**config.mk**
```make
export PLATFORM = sky130hd
export DESIGN_NAME = ysyx_22041071_wb_stage_flat
export DESIGN_NICKNAME = d
export VERILOG_FILES = /design/src/rtl/ysyx_22041071_wb_stage_if.sv /design/src/rtl/ysyx_22041071_wb_stage.sv /design/src/flat_wrapper.sv
export SDC_FILE = /design/constraint.sdc
export NUM_CORES = 1
export LEC_CHECK = 0
export BUFFER_PORTS_ARGS = -buffer_cell sky130_fd_sc_hd__buf_2
export CORE_ASPECT_RATIO = 1.5
export CORE_MARGIN = 5
export CORE_UTILIZATION = 59
export CTS_CLUSTER_DIAMETER = 30
export DETAILED_ROUTE_END_ITERATION = 6
export PLACE_DENSITY = 0.87
export SETUP_SLACK_MARGIN = 0.02
export SLEW_MARGIN = 25
export SYNTH_ARGS = -nofsm -noshare
export SYNTH_HDL_FRONTEND = slang
export SYNTH_SLANG_ARGS = --single-unit
```
**constraint.sdc**
```tcl
create_clock -name clk -period 16.2 [get_ports clk]
set_clock_uncertainty 0.1 [all_clocks]
set_input_delay 0.81 -clock clk [delete_from_list [all_inputs] [get_ports clk]]
set_output_delay 0.81 -clock clk [all_outputs]
set_load 0.005 [all_outputs]
```
**src/rtl/ysyx_22041071_wb_stage_if.sv**
```systemverilog
// Write-back stage bundle: MEM-side entry, register-file write port,
// commit/difftest handshake and hazard mask.
interface ysyx_22041071_wb_stage_if;
  // MEM -> WB entry
  logic        valid5;
  logic        ready5;
  logic [63:0] PC5;
  logic [31:0] Ins4;
  logic        WB_sel3;
  logic        reg_w_en3;
  logic [4:0]  rdest3;
  logic [63:0] result3;
  logic [63:0] R_data;
  logic [2:0]  addr_lo;
  // register-file write port
  logic        reg_w_en5;
  logic [4:0]  rdest4;
  logic [63:0] WB_data2;
  // commit / difftest
  logic        commit_valid;
  logic        commit_ready;
  logic [63:0] commit_PC;
  logic [31:0] commit_Ins;
  // hazard
  logic [31:0] pend_mask;

  // Producer side: MEM stage plus the commit consumer
  modport master (
    output valid5, PC5, Ins4, WB_sel3, reg_w_en3, rdest3, result3, R_data, addr_lo,
    output commit_ready,
    input  ready5, reg_w_en5, rdest4, WB_data2,
    input  commit_valid, commit_PC, commit_Ins, pend_mask
  );

  // The WB stage itself
  modport slave (
    input  valid5, PC5, Ins4, WB_sel3, reg_w_en3, rdest3, result3, R_data, addr_lo,
    input  commit_ready,
    output ready5, reg_w_en5, rdest4, WB_data2,
    output commit_valid, commit_PC, commit_Ins, pend_mask
  );
endinterface

```
**src/rtl/ysyx_22041071_wb_stage.sv**
```systemverilog
// Write-back stage: 2-entry in-order buffer between MEM and the register
// file. Load data is extracted at enqueue so each entry holds final write
// data; the head entry drives the regfile write and commit port.
module ysyx_22041071_wb_stage (
  input  logic                           clk,
  input  logic                           reset,
  ysyx_22041071_wb_stage_if.slave        bus
);

  // Select and extend the loaded lane according to funct3.
  function automatic logic [63:0] load_extract(
    input logic [2:0]  funct3,
    input logic [63:0] rdata,
    input logic [2:0]  off
  );
    logic [7:0]  b;
    logic [15:0] h;
    logic [31:0] w;
    b = rdata[{off, 3'b000} +: 8];
    h = rdata[{off[2:1], 4'b0000} +: 16];
    w = rdata[{off[2], 5'b00000} +: 32];
    case (funct3)
      3'b000:  load_extract = {{56{b[7]}}, b};
      3'b100:  load_extract = {56'd0, b};
      3'b001:  load_extract = {{48{h[15]}}, h};
      3'b101:  load_extract = {48'd0, h};
      3'b010:  load_extract = {{32{w[31]}}, w};
      3'b110:  load_extract = {32'd0, w};
      3'b011:  load_extract = rdata;
      default: load_extract = rdata;
    endcase
  endfunction

  logic [1:0]  count_q, count_d;
  logic        wptr_q, rptr_q;
  logic        init_q;
  logic [63:0] pc_q   [2];
  logic [31:0] ins_q  [2];
  logic        wen_q  [2];
  logic [4:0]  rd_q   [2];
  logic [63:0] data_q [2];

  logic        ready_s;
  logic        cvalid_s;
  logic        enq_s;
  logic        fire_s;
  logic [63:0] wdata_s;
  logic [1:0]  ent_valid_s;
  logic [31:0] pend_s;

  // init_q keeps ready5 low through reset and lets it rise on the first edge after.
  assign ready_s  = init_q & (count_q != 2'd2);
  assign cvalid_s = (count_q != 2'd0);
  assign enq_s    = bus.valid5 & ready_s;
  assign fire_s   = cvalid_s & bus.commit_ready;
  assign wdata_s  = bus.WB_sel3 ? load_extract(bus.Ins4[14:12], bus.R_data, bus.addr_lo)
                                : bus.result3;

  // Occupancy next state from the enqueue/commit pair.
  always_comb begin
    count_d = count_q;
    case ({enq_s, fire_s})
      2'b10:   count_d = count_q + 2'd1;
      2'b01:   count_d = count_q - 2'd1;
      default: count_d = count_q;
    endcase
  end

  // Buffer storage, pointers and occupancy; reset wipes everything at once.
  always_ff @(posedge clk or posedge reset) begin
    if (reset) begin
      count_q <= 2'd0;
      wptr_q  <= 1'b0;
      rptr_q  <= 1'b0;
      init_q  <= 1'b0;
      for (int i = 0; i < 2; i++) begin
        pc_q[i]   <= 64'd0;
        ins_q[i]  <= 32'd0;
        wen_q[i]  <= 1'b0;
        rd_q[i]   <= 5'd0;
        data_q[i] <= 64'd0;
      end
    end else begin
      init_q  <= 1'b1;
      count_q <= count_d;
      if (enq_s) begin
        pc_q[wptr_q]   <= bus.PC5;
        ins_q[wptr_q]  <= bus.Ins4;
        wen_q[wptr_q]  <= bus.reg_w_en3;
        rd_q[wptr_q]   <= bus.rdest3;
        data_q[wptr_q] <= wdata_s;
        wptr_q         <= ~wptr_q;
      end
      if (fire_s) begin
        rptr_q <= ~rptr_q;
      end
    end
  end

  // Which physical slots currently hold live entries.
  always_comb begin
    ent_valid_s = 2'b00;
    if (count_q == 2'd2) begin
      ent_valid_s = 2'b11;
    end else if (count_q == 2'd1) begin
      ent_valid_s[rptr_q] = 1'b1;
    end else begin
      ent_valid_s = 2'b00;
    end
  end

  // Pending-write mask over live entries; x0 never counts as a hazard.
  always_comb begin
    pend_s = 32'd0;
    for (int i = 0; i < 2; i++) begin
      pend_s = pend_s |
               ({31'd0, ent_valid_s[i] & wen_q[i] & (rd_q[i] != 5'd0)} << rd_q[i]);
    end
    pend_s[0] = 1'b0;
  end

  assign bus.ready5       = ready_s;
  assign bus.commit_valid = cvalid_s;
  assign bus.commit_PC    = pc_q[rptr_q];
  assign bus.commit_Ins   = ins_q[rptr_q];
  assign bus.rdest4       = rd_q[rptr_q];
  assign bus.WB_data2     = data_q[rptr_q];
  assign bus.reg_w_en5    = fire_s & wen_q[rptr_q] & (rd_q[rptr_q] != 5'd0);
  assign bus.pend_mask    = pend_s;

endmodule

```
**src/flat_wrapper.sv**
```systemverilog
// flat-port wrapper written by rule: the top's interface ports become plain ports
module ysyx_22041071_wb_stage_flat 
  (clk, reset, bus_valid5, bus_PC5, bus_Ins4, bus_WB_sel3, bus_reg_w_en3, bus_rdest3, bus_result3, bus_R_data, bus_addr_lo, bus_commit_ready, bus_ready5, bus_reg_w_en5, bus_rdest4, bus_WB_data2, bus_commit_valid, bus_commit_PC, bus_commit_Ins, bus_pend_mask);
  ysyx_22041071_wb_stage_if bus_i ();
  input  logic clk;
  input  logic reset;
  input wire logic [$bits(bus_i.valid5)-1:0] bus_valid5;
  input wire logic [$bits(bus_i.PC5)-1:0] bus_PC5;
  input wire logic [$bits(bus_i.Ins4)-1:0] bus_Ins4;
  input wire logic [$bits(bus_i.WB_sel3)-1:0] bus_WB_sel3;
  input wire logic [$bits(bus_i.reg_w_en3)-1:0] bus_reg_w_en3;
  input wire logic [$bits(bus_i.rdest3)-1:0] bus_rdest3;
  input wire logic [$bits(bus_i.result3)-1:0] bus_result3;
  input wire logic [$bits(bus_i.R_data)-1:0] bus_R_data;
  input wire logic [$bits(bus_i.addr_lo)-1:0] bus_addr_lo;
  input wire logic [$bits(bus_i.commit_ready)-1:0] bus_commit_ready;
  output wire logic [$bits(bus_i.ready5)-1:0] bus_ready5;
  output wire logic [$bits(bus_i.reg_w_en5)-1:0] bus_reg_w_en5;
  output wire logic [$bits(bus_i.rdest4)-1:0] bus_rdest4;
  output wire logic [$bits(bus_i.WB_data2)-1:0] bus_WB_data2;
  output wire logic [$bits(bus_i.commit_valid)-1:0] bus_commit_valid;
  output wire logic [$bits(bus_i.commit_PC)-1:0] bus_commit_PC;
  output wire logic [$bits(bus_i.commit_Ins)-1:0] bus_commit_Ins;
  output wire logic [$bits(bus_i.pend_mask)-1:0] bus_pend_mask;
  assign bus_i.valid5 = bus_valid5;
  assign bus_i.PC5 = bus_PC5;
  assign bus_i.Ins4 = bus_Ins4;
  assign bus_i.WB_sel3 = bus_WB_sel3;
  assign bus_i.reg_w_en3 = bus_reg_w_en3;
  assign bus_i.rdest3 = bus_rdest3;
  assign bus_i.result3 = bus_result3;
  assign bus_i.R_data = bus_R_data;
  assign bus_i.addr_lo = bus_addr_lo;
  assign bus_i.commit_ready = bus_commit_ready;
  assign bus_ready5 = bus_i.ready5;
  assign bus_reg_w_en5 = bus_i.reg_w_en5;
  assign bus_rdest4 = bus_i.rdest4;
  assign bus_WB_data2 = bus_i.WB_data2;
  assign bus_commit_valid = bus_i.commit_valid;
  assign bus_commit_PC = bus_i.commit_PC;
  assign bus_commit_Ins = bus_i.commit_Ins;
  assign bus_pend_mask = bus_i.pend_mask;
  ysyx_22041071_wb_stage u_core (.clk(clk), .reset(reset), .bus(bus_i));
endmodule
```
* Word level (Yosys, flattened, before mapping)
Index checks and enable logic that the tools add are counted.
Word-level totals: ROM bits 0, output and inout port bits 200, memories 0, bits of input ports 238, word-level logic and storage cells 93, register bits after elaboration 337, latch bits 0, memory bits (writable) 0
Operators by class: mux-type cells 35, add/subtract/negate cells 2, bitwise gates (word level) 14, reductions and logical operators 8, shift-type cells 5, equality and inequality tests 10, multiply operators 0, magnitude comparators 5, div/mod/pow operators 0
Operators with widths (count):
- $mux W64 | 8
- $pmux W64 S6 | 1
- $bwmux W128 | 2
- $mux W32 | 4
- $bwmux W64 | 1
- $demux W64 S1 | 1
- $shiftx A64 B7 Y16 | 1
- $shiftx A64 B7 Y32 | 1
- $shiftx A64 B7 Y8 | 1
- $shl A1 B5 Y32 | 2
- $demux W32 S1 | 1
- $or A32 B32 Y32 | 1
- $mux W5 | 4
- $reduce_bool A5 Y1 | 3
- $bwmux W10 | 1
- $and A1 B1 Y1 | 9
- $eq A3 B3 Y1 const B | 3
- $demux W5 S1 | 1
- $mux W1 | 5
- $eq A2 B1 Y1 const B | 2
- $eq A2 B2 Y1 const B | 2
- $ge A2 B2 Y1 const B | 2
- $mux W2 | 2
- $not A1 Y2 | 2
- other kinds (15) | 19

* Longest topological paths before layout
Gate-level depths: netlist of run 1.
word-level depth 10, gate-level depth with buffers 9

* Worst setup path before layout of run 1
Ideal clock, no wire load.
path type reg2out, start point register u_core.rptr_q, end point output bus_commit_Ins[10], path buffers 4, arrival 1843 ps, required time 15290 ps, setup slack 13447 ps, cell stages (with the launch flop) 6, cell sequence dfrtp_1 -> clkbuf_1 -> clkbuf_1 -> clkbuf_1 -> clkbuf_1 -> mux2_2
On the way: cells in the longest elaborated chain, start to end 4
Ends and longest elaborated chain:
- from (decl) | line ysyx_22041071_wb_stage.sv:35 | logic wptr_q, rptr_q;
- from (signal assigned) | line ysyx_22041071_wb_stage.sv:95 | rptr_q <= ~rptr_q;
- $not A1 Y2 (not written as such) | line ysyx_22041071_wb_stage.sv:125 | assign bus.commit_Ins = ins_q[rptr_q];
- $mux W32 (not written as such) (3 in series) | line ysyx_22041071_wb_stage.sv:125
- to (decl) | line flat_wrapper.sv:23 | output wire logic [$bits(bus_i.commit_Ins)-1:0] bus_commit_Ins;
Every way passes these cells. The select of a mux whose other input is x is not followed.

* Final worst setup path of run 1
start point register u_core.rptr_q, end point output bus_pend_mask[3]
On the way: cells in the longest elaborated chain, start to end 10, elaborated cells on any way between the ends 14
Ends and longest elaborated chain:
- $lt A1 B2 Y1 (not written as such) or $ge A1 B1 Y1 (tied branches) | line ysyx_22041071_wb_stage.sv:106 | ent_valid_s[rptr_q] = 1'b1;
- $logic_and A1 B1 Y1 (not written as such) | line ysyx_22041071_wb_stage.sv:106
- $mux W1 (not written as such) | line ysyx_22041071_wb_stage.sv:106
- $demux W1 S1 (*)
- $mux W2 (*) | line ysyx_22041071_wb_stage.sv:105 | end else if (count_q == 2'd1) begin
- $mux W2 (*) | line ysyx_22041071_wb_stage.sv:103 | if (count_q == 2'd2) begin
- $and A1 B1 Y1 (2 in series) | line ysyx_22041071_wb_stage.sv:117 | ({31'd0, ent_valid_s[i] & wen_q[i] & (rd_q[i] != 5'd0)} << rd_q[i]);
- $shl A1 B5 Y32 | line ysyx_22041071_wb_stage.sv:117
- $or A32 B32 Y32 (*) | line ysyx_22041071_wb_stage.sv:116 | pend_s = pend_s |
- to (decl) | line flat_wrapper.sv:24 | output wire logic [$bits(bus_i.pend_mask)-1:0] bus_pend_mask;
Mark *: on every way between the ends. The rest lies on a longest branch, timed or not.

==> flow_metrics.py, run 1 <==
metrics = {
    "timing": {
        "slew_violations": 0,
        "min_period_ps": 3870,
        "fmax_mhz": 258,
        "min_period_over_period": 0.239,
        "worst_pin_slew_ps": 1080,
        "rsz0062_at_grt": "false",
        "relSlewSlack": 0.278,
        "fin_tns_setup_ps": 0,
        "setup_violations": 0,
        "hold_violations": 0,
    },
    "routing": {
        "vias": 17100,
        "detail-route-antenna-nets": 0,
        "drt_first_pass_iters": 6,
        "drt_iter0_markers": 1623,
        "drc": 0,
        "wire_per_inst_um": 21.7,
        "vias_per_cell": 6.12,
        "drt_wl_total_mm": 60.6,
    },
    "flow_run": {
        "drv_cap": 0,
    },
    "synth": {
        "synth_cell_types": 52,
        "synth_area_leader_cell": "dfrtp_1",
        "yosys_warnings": 0,
        "synthTopCellsByArea": "dfrtp_1, nand2_1, mux2_2",
        "synth-main-ff-cell": "dfrtp_1",
        "yosys.cell_count.top_type": "nand2_1",
        "synth_edf_count": 0,
        "synth_top_area_frac": 0.471,
        "synth_cells": 1977,
        "synth_commonest_cells": "nand2_1, dfrtp_1, nor2_1, mux2_2, clkbuf_1",
        "mappedNetlistArea_um2": 17900,
        "synth_seq_area_share": 0.471,
        "syn_area_per_cell_um2": 9.06,
        "syn-num-nets": 2219,
        "ys_async_sr_fraction": 1.00,
        "ys_ff_latch": 337,
    },
    "worst_hold_path": {
        "hold_class": "input port to asynchronous set/reset pin",
    },
    "setup_path": {
        "crit_start": "u_core.rptr_q",
        "end_kind": "output pin",
        "rr_startpoint": "u_core.count_q[0]",
        "path_max_fanout": 80,
        "cp-start-kind": "flop",
        "arrival_ps": 2960,
        "cp_data_required_time_ps": 15290,
        "path_class": "flop to output pin",
    },
    "global_routing": {
        "antenna_found_initial": 8,
        "grt_pass1_wl_mm": 93.6,
        "track_usage": 0.340,
        "grt_overflow": 0,
        "grt_max_degree": 102,
        "grt_pass1_vias": 17100,
    },
    "pwr": {
        "p_total_mw": 4.37,
        "leakage_nw": 11.0,
        "powerDensity_nw_per_um2": 198,
        "irDropWorstVdd_mv": 0.105,
    },
    "placed_design": {
        "port_buffers": 436,
        "gp_congestion": 0.950,
        "placedCellCount": 2680,
        "dp_hpwl_mm": 40.2,
    },
    "clocking": {
        "hold_buffers": 0,
        "clock_path_buffers": 3,
        "tritoncts": "done",
        "clock_sinks": 337,
        "cts_resized": 0,
        "clock_latency_ps": 560,
        "cts_made_buffers": 53,
        "cts.clk_slew.worst_paths_ps": 50,
        "cts_htree_levels": 2,
        "root_buffer": "clkbuf_16",
        "postCtsSetupBuffers": 0,
    },
    "floorplanning": {
        "die-height_um": 223,
        "die_w_um": 152,
        "dieArea_um2": 34000,
        "start_util": 0.594,
        "coreArea_um2": 30200,
        "num_rows": 78,
        "io_pins": 438,
    },
    "run_status": {
        "outcome": "finished clean",
    },
    "finish": {
        "drive_gt1_frac": 0.333,
        "stdcell_count": 2789,
        "syn2layout_area_growth_pct": 23.1,
        "fin_nets": 2578,
    },
}
[placed cells by master (no fill, tap or decap), types with 15 or more instances in the layout]
master and n:
nand2_1 713, buf_2 436, dfrtp_1 336, nor2_1 185, mux2_2 168, a221oi_2 60, clkbuf_16 54, mux2i_1 46
a21oi_1 35, o22ai_1 32, o2bb2ai_1 30, o21ai_0 26, nor2b_1 19, nor3_1 19, a221oi_1 17, o221ai_1 15
a31oi_1 15
[metrics by stage]
| stage | hold slack (ps) | utilization | area, um2 | worst slack (ps) |
|---|---|---|---|---|
| CTS | 292 | 0.729 | 22000 | 12040 |
| global placement | 351 | 0.668 | 20100 | 12360 |
| finish | 254 | 0.731 | 22000 | 12330 |
| floorplan | 340 | - | 17900 | 5950 |
| global route | 318 | 0.731 | 22000 | 12110 |
| detailed placement | 357 | 0.668 | 20100 | 12250 |
[critical path, stage by stage (launching register included)]
cell	delay, ps
dfrtp_4	640
buf_6	610
nor2b_1	100
o21ai_0	380
nor2_1	160
nand3b_1	250
o22ai_1	120
buf_2	140
[path summary, 6_finish.rpt]
kind                                     end  slack [ps]  cells past startpoint
min                          u_core.pc_q[64]         250                      2
max                         bus_pend_mask[3]       12330                      7
max in group asynchronous  u_core.data_q[75]       13820                      4
max reg2reg                 u_core.data_q[8]       12410                      8
min reg2reg                  u_core.pc_q[73]         370                      2
min in group clk             u_core.pc_q[15]         350                      3
[layer usage]
layer  GRT usage  vias to the layer above  wire (um)
li1            -                     7447          -
met1       0.410                     8248      21900
met4       0.218                        0       4280
met2       0.563                     1132      29400
met5           0                        -          0
met3      0.0582                      242       4980
[report_power, final]
part	leakage (nW)	switching (mW)	total, mW	internal [mW]
clock network	0.894	0.428	1.17	0.741
registers	4.06	0.249	1.50	1.25
logic	6.06	0.915	1.71	0.794
total	11.0	1.59	4.37	2.78
[logic make-up (layout without fill, tap and decap cells)]
family,count (synthesis),count (layout),share of synthesized area
buf+inv,161,563,0.0379
compound gates,271,271,0.134
other cells,2,12,0.000419
mux,215,215,0.132
flops,337,337,0.471
fa+ha+maj,4,4,0.00280
xor+xnor,3,3,0.00147
simple gates,984,984,0.220
[area by class of cell]
type,count,area (um2)
inverter,10,45.0
tap,400,500
clock inverter,34,410
sequential,337,8440
clock buffer,64,1450
multi-input combinational,1479,8830
fill,2072,8110
antenna,10,25.0
timing repair buffer,455,2350
[flip-flops by register name, summed over array words and instances, names as in the netlist]
| name | count |
|---|---|
| u_core.wptr_q | 1 |
| u_core.wen_q | 2 |
| u_core.count_q | 2 |
| u_core.rd_q | 10 |
| u_core.rptr_q | 1 |
| u_core.pc_q | 128 |
| u_core.data_q | 128 |
| u_core.ins_q | 64 |
| u_core.init_q | 1 |
Power figures use the tool's default switching activity.
==> run 2: changes to the inputs <==
Settings changed: CORE_UTILIZATION 59 to 49, PLACE_DENSITY 0.87 to 0.77.
Clock period 16.2 ns to 3.56 ns, I/O delays scaled along.
==> run 2 against run 1 <==
  * Die area rose by 19%
  * Sequential power rose to 4.6 times the previous value
  * Sequential share of layout area fell by 4.2 points
  * Register-to-register slack got worse by 12000 ps
  * Worst hold slack got worse by 190 ps
  * Global-route usage fell by 1.8 points
  * Cell count rose by 12%
  * Total power rose to 4.8 times the previous value
  * Via count rose by 6.1%
  * Clock power rose to 4.7 times the previous value
  * Critical path type is now flop to flop
  * Highest routed layer is now met5
==> flow_metrics.py, run 2 (synthesis results as in run 1) <==
metrics = {
    "run_status": {
        "outcome": "finished clean",
    },
    "routing": {
        "drt_iter0_markers": 1684,
        "vias_per_cell": 5.81,
        "wire_per_inst_um": 21.5,
        "drt_wl_total_mm": 66.9,
        "drc": 0,
        "detail-route-antenna-nets": 0,
        "drt_first_pass_iters": 5,
        "vias": 18100,
    },
    "clocking": {
        "cts_resized": 0,
        "cts.clk_slew.worst_paths_ps": 60,
        "clock_sinks": 337,
        "tritoncts": "done",
        "cts_htree_levels": 2,
        "clock_path_buffers": 3,
        "clock_latency_ps": 560,
        "postCtsSetupBuffers": 0,
        "root_buffer": "clkbuf_16",
        "cts_made_buffers": 55,
    },
    "floorplanning": {
        "dieArea_um2": 40500,
        "num_rows": 85,
        "die-height_um": 244,
        "coreArea_um2": 36100,
        "die_w_um": 166,
        "io_pins": 438,
        "start_util": 0.497,
    },
    "timing": {
        "min_period_over_period": 0.883,
        "hold_violations": 0,
        "setup_violations": 0,
        "rsz0062_at_grt": "false",
        "worst_pin_slew_ps": 1070,
        "fmax_mhz": 318,
        "relSlewSlack": 0.288,
        "min_period_ps": 3140,
        "slew_violations": 0,
        "timing.hold.ws_ps": 62.3,
    },
    "placed_design": {
        "dp_hpwl_mm": 41.2,
        "gp_congestion": 0.933,
        "port_buffers": 436,
    },
    "finish": {
        "final_cell_mix": "nand2_1, buf_2, dfrtp_1",
        "drive_gt1_frac": 0.306,
        "seq_area_um2": 8440,
        "nFillCells": 2477,
        "multi_input_area_um2": 8830,
        "syn2layout_area_growth_pct": 38.4,
        "post-route-util": 0.688,
        "largestRegisters": "u_core.data_q: 128 flops, u_core.pc_q: 128 flops, u_core.ins_q: 64 flops",
        "final_common_cell": "nand2_1",
        "fin_nets": 2832,
    },
    "global_routing": {
        "grtUsageMet3": 0.0727,
        "track_usage": 0.321,
        "grt_max_degree": 111,
        "top_usage_layer": "met2",
        "antenna_found_initial": 5,
        "grt_pass1_vias": 19400,
        "grt_overflow": 0,
        "grtUsageMet2": 0.558,
        "met1_usage": 0.349,
        "grt_pass1_wl_mm": 106,
    },
    "setup_path": {
        "cp_num_buf_inv": 3,
        "crit_slowest_cell": "dlygate4sd3_1",
        "path_class": "flop to flop",
        "end_kind": "flop",
        "path_max_fanout": 32,
        "cp-start-kind": "flop",
        "critPathTopFamily": "buffers and inverters",
        "cp_data_required_time_ps": 3900,
        "slowest_delay_ps": 620,
        "arrival_ps": 3480,
        "cp_cell_sequence": "inv_1 > ha_1 > nor2b_1 > nand3_4 > nor4b_4 > buf_4 > a221oi_2 > dlygate4sd3_1",
    },
    "pwr": {
        "powerDensity_nw_per_um2": 841,
        "p_total_mw": 20.8,
        "leakage_nw": 12.1,
        "irDropWorstVdd_mv": 0.478,
    },
    "flow_run": {
        "drv_cap": 0,
    },
    "worst_hold_path": {
        "hold_class": "input port to flop",
    },
}
[run 2: cell count changes in the layout (fill, tap and decap cells not counted), moves of 5 or more]
cell / previous run / this run
dlygate4sd3_1: 0 / 236
buf_4: 13 / 24
diode_2: 10 / 3
buf_6: 6 / 1
buf_12: 0 / 10
[run 2: metrics by stage]
step	instances	setup TNS, ps	cell area (um2)	setup WS [ps]
after floorplan	1977	-412010	17900	-1220
after global placement	2773	0	20500	673
after detailed placement	2773	0	20500	578
after CTS	3109	0	24700	451
after global routing	3114	0	24800	240
final	3114	0	24800	418
[run 2: layer usage]
metal | vias to the layer above | routed length (um)
met1 | 8749 | 22500
li1 | 7949 | -
met4 | 4 | 5340
met5 | - | 19
met2 | 1098 | 33700
met3 | 306 | 5290
[run 2: path summary, 6_finish.rpt]
kind | from | to | slack, ps | depth (start not counted)
max | u_core.count_q[0] | u_core.data_q[107] | 420 | 8
min | bus_R_data[8] | u_core.data_q[72] | 60 | 5
max reg2reg | u_core.count_q[0] | u_core.data_q[107] | 420 | 8
min reg2reg | u_core.pc_q[123] | u_core.pc_q[123] | 370 | 2
max in group asynchronous | reset | u_core.pc_q[117] | 2230 | 5
min in group asynchronous | reset | u_core.pc_q[73] | 110 | 3
[run 2: final cells by class]
| class | count | share of cell area |
|---|---|---|
| tap | 478 | 0.0241 |
| multi-input combinational | 1479 | 0.356 |
| timing repair buffer | 707 | 0.199 |
| clock buffer | 67 | 0.0603 |
| inverter | 10 | 0.00167 |
| clock inverter | 33 | 0.0178 |
| antenna | 3 | 0.000303 |
| sequential | 337 | 0.340 |
[run 2: what timing repair did]
action | in CTS | in global routing
hold buffers | 236 | 0
endpoints found under the setup margin | 0 | 0
hold endpoints to repair | 363 | 0
[run 2: worst register-to-register path: cells and delay by family, from the launching register on]
kind                     cells  cell delay (ps)
AND/OR/NAND/NOR              3              850
buffers and inverters        3             1250
adder cells (fa/ha/maj)      1              240
flip-flops                   1              390
AO/OA/AOI/OAI                1              180
[run 2: where the power goes]
part	internal, mW	leakage, nW	total [mW]	switching (mW)
sequential	5.68	4.06	6.85	1.17
clock	3.54	0.924	5.52	1.99
combinational	4.05	7.13	8.47	4.41
==> run 3: changes to the inputs <==
Settings changed: CORE_UTILIZATION 49 to 35, PLACE_DENSITY 0.77 to 0.68.
==> run 3 against run 2 <==
  * Fmax grew 3.5%
  * Clock power grew 32%
  * Combinational power is essentially flat
  * Routed wire length grew 1.4%
  * Sequential power shrank 0.7%
  * Worst setup slack gained 110 ps
  * Core utilization shrank 18 points
  * Die area grew 38%
  * Highest routed layer is now met4
==> flow_metrics.py, run 3 (synthesis results as in run 1) <==
metrics = {
    "run_status": {
        "outcome": "finished clean",
    },
    "pwr": {
        "irDropWorstVdd_mv": 0.552,
        "leakage_nw": 12.5,
        "powerDensity_nw_per_um2": 870,
        "p_total_mw": 22.5,
    },
    "timing": {
        "min_period_over_period": 0.852,
        "fmax_mhz": 330,
        "min_period_ps": 3030,
        "rsz0062_at_grt": "false",
        "worst_pin_slew_ps": 1010,
        "setup_violations": 0,
        "hold_violations": 0,
        "relSlewSlack": 0.324,
        "fin_tns_setup_ps": 0,
        "slew_violations": 0,
    },
    "clocking": {
        "root_buffer": "clkbuf_16",
        "clock_path_buffers": 3,
        "tritoncts": "done",
        "hold_buffers": 252,
        "clock_sinks": 337,
        "cts_made_buffers": 71,
        "cts.clk_slew.worst_paths_ps": 50,
        "cts_resized": 0,
        "cts_htree_levels": 3,
        "clock_latency_ps": 590,
        "postCtsSetupBuffers": 0,
    },
    "flow_run": {
        "drv_cap": 0,
    },
    "finish": {
        "final_cell_mix": "nand2_1, buf_2, dfrtp_1",
        "final_common_cell": "nand2_1",
        "post-route-util": 0.511,
        "drive_gt1_frac": 0.312,
        "largestRegisters": "u_core.data_q: 128 flops, u_core.pc_q: 128 flops, u_core.ins_q: 64 flops",
        "syn2layout_area_growth_pct": 44.6,
        "fin_nets": 2859,
    },
    "floorplanning": {
        "die-height_um": 287,
        "die_w_um": 195,
        "dieArea_um2": 55900,
        "start_util": 0.353,
        "io_pins": 438,
        "num_rows": 101,
        "coreArea_um2": 50700,
    },
    "setup_path": {
        "critPathTopFamily": "buffers and inverters",
        "path_max_fanout": 64,
        "cp-start-kind": "flop",
        "arrival_ps": 2760,
        "cp_cell_sequence": "buf_4 > mux2_2 > buf_2",
        "slowest_delay_ps": 840,
        "end_kind": "output pin",
        "crit_slowest_cell": "buf_4",
        "cp_num_buf_inv": 2,
        "path_class": "flop to output pin",
        "cp_data_required_time_ps": 3280,
    },
    "global_routing": {
        "grt_pass1_wl_mm": 106,
        "grt_max_degree": 129,
        "grt_overflow": 0,
        "grt_pass1_vias": 18600,
        "antenna_found_initial": 4,
        "track_usage": 0.236,
    },
    "placed_design": {
        "port_buffers": 436,
        "dp_hpwl_mm": 44.7,
        "gp_congestion": 0.923,
    },
    "routing": {
        "vias_per_cell": 5.28,
        "detail-route-antenna-nets": 0,
        "vias": 17700,
        "drt_wl_total_mm": 67.8,
        "wire_per_inst_um": 20.3,
        "drc": 0,
        "drt_first_pass_iters": 6,
        "drt_iter0_markers": 1093,
    },
    "worst_hold_path": {
        "hold_class": "input port to flop",
    },
}
[run 3: cell type report]
class                      count  area [um2]
sequential                   337        8440
tap                          669         837
timing repair buffer         718        5080
multi-input combinational   1479        8830
clock inverter                49         768
inverter                      10        41.3
antenna                        4        10.0
fill                        4361       24800
clock buffer                  81        1880
[run 3: where the power goes]
group          leakage (nW)  switching (mW)  internal, mW  total (mW)
combinational          7.17            4.31          4.14        8.44
clock                  1.27            2.30          4.99        7.29
sequential             4.06            1.12          5.68        6.80
[run 3: path summary, 6_finish.rpt]
| kind | start | to | slack [ps] | depth (start not counted) |
|---|---|---|---|---|
| min reg2reg | u_core.pc_q[119] | u_core.pc_q[119] | 370 | 2 |
| max in group asynchronous | reset | u_core.data_q[120] | 2200 | 4 |
| min | bus_R_data[2] | u_core.data_q[2] | 50 | 5 |
| min in group asynchronous | reset | u_core.pc_q[82] | 90 | 3 |
| max reg2reg | u_core.count_q[0] | u_core.data_q[63] | 620 | 8 |
| max | u_core.rptr_q | bus_WB_data2[8] | 530 | 3 |
[run 3: worst min-delay path, stage by stage]
cell	delay [ps]
buf_2	90
mux2i_1	60
nand2_1	60
o211a_1	180
o22a_1	140
[run 3: routing by layer]
metal	routed length, um	vias to the layer above	global-route usage
li1	-	8028	-
met1	24800	8550	0.266
met2	33700	885	0.405
met3	4920	208	0.0497
met4	4430	0	0.149
met5	0	-	0
[run 3: through the flow]
step	area [um2]	cells	setup WS (ps)	hold slack [ps]
floorplan	17900	1977	-1220	183
global placement	20700	2961	997	141
detailed placement	20700	2961	975	147
CTS	25900	3343	468	2.62
global route	25900	3345	376	39.4
finish	25900	3347	525	48.1
